$ cat src/rtl/arb_mux_reg.sv
// arb_mux_reg: N-way valid/ready arbiter (fixed priority or round-robin) feeding a one-entry output register
module arb_mux_reg #(
    parameter int WIDTH = 32,
    parameter int N = 8,
    parameter int SEL_W = 3,
    parameter bit RR = 1
) (
    input  logic               clk,
    input  logic               rst,
    input  logic [N-1:0]       in_valid,
    input  logic [N*WIDTH-1:0] in_data,
    output logic [N-1:0]       in_ready,
    output logic               out_valid,
    output logic [WIDTH-1:0]   out_data,
    output logic [SEL_W-1:0]   out_sel,
    input  logic               out_ready
);
    localparam logic [SEL_W:0] NW = (SEL_W+1)'(N);
    logic [SEL_W-1:0] rr_ptr, g, off;
    logic [SEL_W:0]   sum;
    logic [2*N-1:0]   vv;
    logic             found, can_load, load;
    // Rotate requests so rr_ptr sits at bit 0; the lowest set bit is the winner's offset from rr_ptr.
    always_comb begin
        vv = {in_valid, in_valid} >> rr_ptr;
        off = '0;
        for (int k = N - 1; k >= 0; k--)
            off = vv[k] ? SEL_W'(k) : off;
        sum = {1'b0, rr_ptr} + {1'b0, off};
        g = sum >= NW ? SEL_W'(sum - NW) : SEL_W'(sum);
    end
    assign found    = |in_valid;
    assign can_load = !out_valid || out_ready;
    assign load     = found && can_load;
    assign in_ready = (load && !rst) ? N'(1) << g : '0;
    always_ff @(posedge clk) begin
        if (rst) begin
            out_valid <= 1'b0;
            out_data  <= '0;
            out_sel   <= '0;
            rr_ptr    <= '0;
        end else if (load) begin
            out_valid <= 1'b1;
            out_data  <= in_data[int'(g)*WIDTH +: WIDTH];
            out_sel   <= g;
            rr_ptr    <= (RR && int'(g) != N - 1) ? g + 1'b1 : '0;
        end else if (out_ready) begin
            out_valid <= 1'b0;
        end
    end
endmodule

$ cat config.mk
export PLATFORM = sky130hd
export DESIGN_NAME = arb_mux_reg
export DESIGN_NICKNAME = d
export VERILOG_FILES = /design/src/rtl/arb_mux_reg.sv
export SDC_FILE = /design/constraint.sdc
export NUM_CORES = 1
export LEC_CHECK = 0
export CORE_AREA = 2 2 122 124
export CTS_CLUSTER_SIZE = 24
export DETAILED_ROUTE_END_ITERATION = 10
export DIE_AREA = 0 0 124 126
export HOLD_SLACK_MARGIN = 0.1
export MAX_ROUTING_LAYER = met4
export PLACE_DENSITY = 0.74
export SKIP_LAST_GASP = 1
export SYNTH_ARGS = -nofsm -noshare
export SYNTH_HDL_FRONTEND = slang
export SYNTH_SLANG_ARGS = --single-unit
$ cat constraint.sdc
create_clock -name clk -period 8.29 [get_ports clk]
set_input_delay 1.2435 -clock clk [delete_from_list [all_inputs] [get_ports clk]]
set_output_delay 1.2435 -clock clk [all_outputs]
set_load 0.01 [all_outputs]
==> results of run 1 <==
==> power breakdown <==
part,switching [mW],internal (mW),total [mW]
Clock,0.0769,0.150,0.227
Combinational,1.02,1.19,2.21
Sequential,0.0659,0.267,0.333
==> worst register-to-register path, cell delays in order (launching register included) <==
cell	delay, ps
dfxtp_1	830
mux4_2	640
o221ai_1	240
a21oi_1	70
o31ai_1	280
nand3_1	150
a211oi_1	260
a21o_1	150
ha_4	120
inv_1	50
fa_4	1160
buf_4	520
mux4_2	440
o221ai_1	200
a211oi_1	100
==> worst min path at each step <==
stage	start	end	cells past startpoint
6_report	out_data[17]	out_data[17]	2
4_1_cts	out_data[17]	out_data[17]	2
3_3_place_gp	out_data[25]	out_data[25]	2
5_1_grt	out_data[16]	out_data[16]	2
3_5_place_dp	out_data[17]	out_data[17]	2
2_1_floorplan	out_sel[0]	out_sel[0]	2
==> metrics by stage <==
step / area [um2] / instances / util [%] / hold WS, ps
after CTS: 7380 / 858 / 51.6 / 458
after global routing: 7380 / 858 / 51.6 / 479
after global placement: 7210 / 850 / 50.4 / 447
final: 7380 / 858 / 51.6 / 456
after floorplan: 4000 / 395 / - / 481
after detailed placement: 7210 / 850 / 50.4 / 450
==> layout make-up <==
class                      count  area, um2
clock inverter                 2       35.0
inverter                       5       18.8
tap                          184        230
sequential                    39        781
multi-input combinational    306       3040
clock buffer                   6        139
timing repair buffer         316       3140
fill                        1289       6930
==> registers in the layout (all words and copies together), names as in the netlist <==
name and flops:
out_data 32, out_valid 1, out_sel 3, rr_ptr 3
==> per-layer routing <==
layer	track usage [%]	vias to the layer above	share of wire, %
met5	-	-	0
met4	9.05	0	3.9
met3	3.53	44	5.8
met2	40.5	229	53
met1	27.3	2300	37
li1	-	2146	-
==> Yosys cell counts (5+ instances only) <==
cell,count,area share (%)
mux4_2,69,39
nand2_1,51,4.8
nor2_1,46,4.3
dfxtp_1,39,20
a211oi_1,34,6.4
o221ai_1,34,7.4
clkbuf_1,28,2.6
a21oi_1,12,1.5
buf_2,10,1.3
nor3_1,8,1.0
nand3_1,6,0.75
inv_1,5,0.47
nand2b_1,5,0.78
==> logic make-up (layout without fill, tap and decap cells) <==
logic type,count (synthesis),count (layout)
mux,74,74
simple gates,130,130
compound gates,95,95
flops,39,39
fa+ha+maj,4,4
buf+inv,50,329
xor+xnor,3,3
==> reports/qor.csv, run 1 <==
stage,metric,value,unit
synthesis,Synth Flop Type,dfxtp_1,
synthesis,"Distinct cells, synth",42,
clock_network,"Reg clk slew, reported paths",60,ps
floorplanning,initial core utilization,27.9,%
synthesis,asr flop ratio synth,0,%
worst_setup_path,RR Startpoint,rr_ptr[0],
place,GPL Wtd Cong,0.933,
clock_network,Hold Buf Count CTS,0,
synthesis,post-synthesis mux area share,40.1,%
final_layout,Area Overhead vs Synth,84.7,%
detailed_routing,routed len/inst,20.6,um
worst_setup_path,crit path max fanout,38,
worst_setup_path,max incr delay on CP,1160,ps
synthesis,Synth Area in Adders,1.44,%
worst_setup_path,critical path type,primary input to output port,
sta,Worst Slack Setup Final,1080,ps
synthesis,number of flops mapped to enable cells by yosys,0,
outcome,status,"finished, final reports clean",
sta,Peak Freq,0.139,GHz
worst_setup_path,crit path to,in_ready[7],
synthesis,Post-Synth Simple-Gate Area,14.2,%
worst_setup_path,Crit path arrival time,5960,ps
place,Port Buffers,310,
worst_setup_path,reg2reg setup slack,2920,ps
detailed_routing,routed vias/inst,5.50,
final_layout,share of post-route cells with drive strength above 1,13.8,%
detailed_routing,vias after detailed routing,4719,
place,dpl hpwl,14400,um
floorplanning,Die W,124,um
sta,Final setup viols,0,
global_routing,initial antenna violation count,0,
pwr,leak pwr,2.55,nW
synthesis,Synth Area in XOR/XNOR,1.13,%
worst_setup_path,critical path buffer and inverter count,4,
final_layout,"commonest non-fill, non-tap cell in the layout",clkdlybuf4s50_1,
pwr,pwr/cell area,375,mW/mm2
final_layout,Final #Nets,944,
clock_network,H-tree depth,2,
sta,fin. max-slew vios,0,
synthesis,synthesized area,0.00400,mm2
synthesis,syn avg cell area,10.1,um2
pwr,total power,2.77,mW
final_layout,most frequent cells in the layout,"clkdlybuf4s50_1 (309), mux4_2 (69), nand2_1 (51)",
worst_setup_path,critical path's slowest cell,fa_4,
global_routing,GRT Util Overall,23.5,%
clock_network,# Post-CTS Setup Buffers,0,
synthesis,Syn Inst Count,395,
synthesis,synthesized flop and latch total,39,
floorplanning,core area,0.0143,mm2
sta,final period utilization,86.9,%
global_routing,vias in the first global route,5013,
detailed_routing,Final ANT Viol Nets,0,
sta,Slew @ Worst Pin,868,ps
pwr,maximum vdd drop,356,uV
floorplanning,die area,0.0156,mm2
clock_network,clk sinks,39,
clock_network,CTS tree,yes,
sta,setup TNS,0,ps
clock_network,number of CTS-inserted buffers,5,
synthesis,largest family of logic cells by synthesized area,multiplexers,
flow_run,max cap viols,0,
worst_setup_path,worst r2r dst,out_data[15],
detailed_routing,initial DRC count,261,
clock_network,Root Buffer,clkbuf_16,
worst_setup_path,depth of the worst register-to-register path,14,
final_layout,ant diodes,0,
detailed_routing,first drt pass iteration count,4,
detailed_routing,Total Wirelength,17700,um
synthesis,Synthesis Warnings,0,
clock_network,Resized Gates After CTS,0,
sta,min cycle time layout,7210,ps
worst_setup_path,worst path required time,7050,ps
global_routing,first-pass GRT wire length,27400,um
worst_hold_path,Hold Path Class,flop to flop,
worst_setup_path,critical path depth,15,
synthesis,post-synthesis compound-gate area fraction,18.0,%
worst_setup_path,worst path cell trace,"clkdlybuf4s50_1, mux4_2, o221ai_1, a21oi_1, o31ai_1, nand3_1, a211oi_1, a21o_1, ha_4, inv_1, fa_4, inv_1, ha_1, and3_1, clkdlybuf4s50_1",
worst_setup_path,CP Launch Point,in_valid[2],
global_routing,largest net degree at the start of global routing,43,
floorplanning,Cell Rows,44,
worst_setup_path,crit-path leading delay family,adder cells,
sta,Setup Skew,5.85,ps
sta,relative slew slack,42.0,%
sta,final hold viol count,0,
worst_setup_path,CP Launch Type,primary input,
floorplanning,Chip Height,126,um
clock_network,clk_lat worst skew,280,ps
clock_network,CTS Buffer Depth,2,
worst_setup_path,critical path capture point type,output port,
place,worst slack at placement,1140,ps
sta,RSZ-0062 raised after global routing,false,
floorplanning,Ports,311,
detailed_routing,# DRC,0,
global_routing,gr ovfl total,0,
synthesis,sequential fraction of the synthesis area,19.5,%
synthesis,syn_nets,666,
Power figures use the tool's default switching activity.
==> inputs of run 2 (changes only) <==
--- a/config.mk
+++ b/config.mk
@@ -13,6 +13,7 @@
 export MAX_ROUTING_LAYER = met4
 export PLACE_DENSITY = 0.74
 export SKIP_LAST_GASP = 1
+export SLEW_MARGIN = 5
 export SYNTH_ARGS = -nofsm -noshare
 export SYNTH_HDL_FRONTEND = slang
 export SYNTH_SLANG_ARGS = --single-unit
==> results of run 2 <==
No change in the layout: final DEF, timing and power equal those of run 1.
==> inputs of run 3 (changes only) <==
--- a/config.mk
+++ b/config.mk
@@ -5,13 +5,15 @@
 export SDC_FILE = /design/constraint.sdc
 export NUM_CORES = 1
 export LEC_CHECK = 0
-export CORE_AREA = 2 2 122 124
+export CELL_PAD_IN_SITES_DETAIL_PLACEMENT = 1
+export CELL_PAD_IN_SITES_GLOBAL_PLACEMENT = 2
+export CORE_AREA = 2 2 113 197
 export CTS_CLUSTER_SIZE = 24
 export DETAILED_ROUTE_END_ITERATION = 10
-export DIE_AREA = 0 0 124 126
+export DIE_AREA = 0 0 115 199
 export HOLD_SLACK_MARGIN = 0.1
 export MAX_ROUTING_LAYER = met4
-export PLACE_DENSITY = 0.74
+export PLACE_DENSITY = 0.9
 export SKIP_LAST_GASP = 1
 export SLEW_MARGIN = 5
 export SYNTH_ARGS = -nofsm -noshare
==> run 3 against run 2 <==
Via count down 1.3%. Combinational power is 2% higher. Die area increased by 46%. Cell area rose by 1.3%. Global-route usage down 6.1 points. Critical path type unchanged. Clock skew decreased by 0.60 ps. Sequential cell count stayed put. Cell count rose by 8.3%.
==> reports/qor.csv, run 3 (synthesis gave the netlist of run 1 again) <==
stage,metric,value,unit,change
worst_setup_path,worst path cell trace,"clkdlybuf4s50_1, mux4_2, o221ai_1, a21oi_1, o31ai_1, nand3_1, a211oi_1, a21o_1, ha_4, inv_1, fa_4, xnor2_1, xor2_4, and3_1, clkdlybuf4s50_1",,"was clkdlybuf4s50_1, mux4_2, o221ai_1, a21oi_1, o31ai_1, nand3_1, a211oi_1, a21o_1, ha_4, inv_1, fa_4, inv_1, ha_1, and3_1, clkdlybuf4s50_1"
final_layout,Area Overhead vs Synth,87.1,%,was 84.7%
sta,Worst Slack Setup Final,1140,ps,was 1080 ps
worst_setup_path,worst path required time,7050,ps,about the same
worst_setup_path,crit path max fanout,22,,was 38
clock_network,CTS tree,yes,,unchanged
worst_setup_path,critical path's slowest cell,xor2_4,,was fa_4
final_layout,most flop-heavy register,out_data,,unchanged
place,dpl hpwl,15800,um,was 14400 um
final_layout,Final #Nets,944,,unchanged
pwr,sw frac,43.2,%,was 42.0%
final_layout,Util after Layout,35.1,%,was 51.6%
global_routing,grt met2 use,32.7,%,was 40.5%
final_layout,multi-input combinational cell area,0.00305,mm2,was 0.00304 mm2
sta,RSZ-0062 raised after global routing,false,,unchanged
sta,final hold viol count,0,,unchanged
worst_hold_path,Min-Delay Startpoint,out_sel[2],,was out_data[17]
pwr,Clk pwr share,8.3,%,was 8.2%
clock_network,Resized Gates After CTS,0,,unchanged
sta,fin. max-slew vios,0,,unchanged
pwr,pwr/cell area,378,mW/mm2,was 375 mW/mm2
global_routing,met3 usage,2.07,%,was 3.53%
clock_network,"Reg clk slew, reported paths",60,ps,about the same
worst_setup_path,max incr delay on CP,580,ps,was 1160 ps
global_routing,vias in the first global route,5107,,was 5013
detailed_routing,Final ANT Viol Nets,0,,unchanged
clock_network,number of CTS-inserted buffers,5,,unchanged
detailed_routing,# DRC,0,,unchanged
final_layout,most frequent cells in the layout,"clkdlybuf4s50_1 (309), mux4_2 (69), nand2_1 (51)",,unchanged
worst_setup_path,RR Startpoint,rr_ptr[0],,unchanged
final_layout,share of post-route cells with drive strength above 1,13.8,%,unchanged
flow_run,max cap viols,0,,unchanged
floorplanning,die area,0.0229,mm2,was 0.0156 mm2
global_routing,gr ovfl total,0,,unchanged
pwr,Reg power frac,11.9,%,was 12.0%
detailed_routing,vias after detailed routing,4657,,was 4719
clock_network,Hold Buf Count CTS,0,,unchanged
final_layout,sequential cell area,781,um2,unchanged
pwr,maximum vdd drop,241,uV,was 356 uV
clock_network,H-tree depth,2,,unchanged
clock_network,clk_lat worst skew,290,ps,was 280 ps
floorplanning,core area,0.0213,mm2,was 0.0143 mm2
global_routing,initial antenna violation count,0,,unchanged
final_layout,Largest register FFs,32,,unchanged
detailed_routing,routed len/inst,21.0,um,was 20.6 um
floorplanning,Chip Height,199,um,was 126 um
floorplanning,Ports,311,,unchanged
sta,min cycle time layout,7150,ps,was 7210 ps
floorplanning,Cell Rows,71,,was 44
final_layout,ant diodes,0,,unchanged
final_layout,"Cell Count, Final, Fillers Out",929,,was 858
final_layout,Top Registers,"out_data: 32 flops, out_sel: 3 flops, rr_ptr: 3 flops",,unchanged
clock_network,# Post-CTS Setup Buffers,0,,unchanged
detailed_routing,first drt pass iteration count,4,,unchanged
worst_setup_path,critical path capture point type,output port,,unchanged
floorplanning,initial core utilization,18.8,%,was 27.9%
sta,Slew @ Worst Pin,1010,ps,was 868 ps
global_routing,GRT Util Overall,17.4,%,was 23.5%
pwr,total power,2.83,mW,was 2.77 mW
global_routing,largest net degree at the start of global routing,42,,was 43
place,Port Buffers,310,,unchanged
worst_setup_path,critical path buffer and inverter count,3,,was 4
final_layout,fillers,2425,,was 1289
detailed_routing,routed vias/inst,5.01,,was 5.50
sta,setup TNS,0,ps,unchanged
pwr,Comb pwr share,79.8,%,about the same
place,placed insts,921,,was 850
outcome,status,"finished, final reports clean",,unchanged
pwr,leak pwr,2.55,nW,about the same
global_routing,first-pass GRT wire length,29200,um,was 27400 um
worst_setup_path,critical path type,primary input to output port,,unchanged
sta,Peak Freq,0.140,GHz,was 0.139 GHz
worst_setup_path,crit-path leading delay family,buffers and inverters,,was adder cells
global_routing,routing usage on met1,18.8,%,was 27.3%
final_layout,"commonest non-fill, non-tap cell in the layout",clkdlybuf4s50_1,,unchanged
sta,Final setup viols,0,,unchanged
worst_hold_path,Hold Path Class,flop to flop,,unchanged
pwr,P_int,1.61,mW,about the same
clock_network,Root Buffer,clkbuf_16,,unchanged
floorplanning,Die W,115,um,was 124 um
place,worst slack at placement,1080,ps,was 1140 ps
worst_setup_path,CP most frequent cell,clkdlybuf4s50_1,,
place,GPL Wtd Cong,0.893,,was 0.933
sta,final period utilization,86.3,%,was 86.9%
worst_setup_path,CP Launch Point,in_valid[2],,unchanged
worst_setup_path,Crit path arrival time,5910,ps,was 5960 ps
worst_setup_path,CP Launch Type,primary input,,unchanged
global_routing,busiest layer in global routing,met2,,unchanged
detailed_routing,Total Wirelength,19500,um,was 17700 um
clock_network,clk sinks,39,,unchanged
sta,Setup Skew,5.25,ps,was 5.85 ps
clock_network,CTS Buffer Depth,2,,unchanged
sta,relative slew slack,32.5,%,was 42.0%
detailed_routing,initial DRC count,167,,was 261
pwr,sw power,1.22,mW,was 1.16 mW
-- run 3: stage by stage --
step | hold slack (ps) | instance area, um2
2_1_floorplan | 481 | 4000
3_3_place_gp | 445 | 7310
3_5_place_dp | 450 | 7310
4_1_cts | 460 | 7480
5_1_grt | 472 | 7480
6_report | 455 | 7480
-- run 3: worst reg2reg max path, stage by stage, from the launching register on --
cell and delay, ps:
dfxtp_1 840, mux4_2 650, o221ai_1 200, a21oi_1 70, o31ai_1 260, nand3_1 130
a211oi_1 250, a21o_1 140, ha_4 120, inv_1 50, fa_4 1200, buf_4 520
mux4_2 440, o221ai_1 200, a211oi_1 100
-- run 3: layer usage --
layer	vias up	wire length, um
li1	2146	-
met1	2311	7010
met2	177	11300
met3	23	795
met4	0	429
met5	-	0
-- run 3: worst paths after layout --
kind                  end  slack, ps  depth (start not counted)
min            out_sel[2]        460                          2
min reg2reg    out_sel[2]        460                          2
max reg2reg  out_data[18]       2980                         14
max           in_ready[3]       1140                         15
-- run 3: power by group through the flow --
stage,clock network (mW),logic (mW),registers [mW]
after floorplan,0,1.62,0.337
after global placement,0,2.28,0.338
after detailed placement,0,2.31,0.342
after CTS,0.244,2.32,0.339
after global routing,0.252,2.46,0.350
final,0.235,2.26,0.337
-- run 3: layout make-up --
cell class                      count  area share [%]
Sequential cell                    39            10.4
Clock inverter                      2           0.468
Multi-Input combinational cell    306            40.7
Timing Repair Buffer              316            42.0
Clock buffer                        6            1.86
Tap cell                          255            4.26
Inverter                            5           0.251
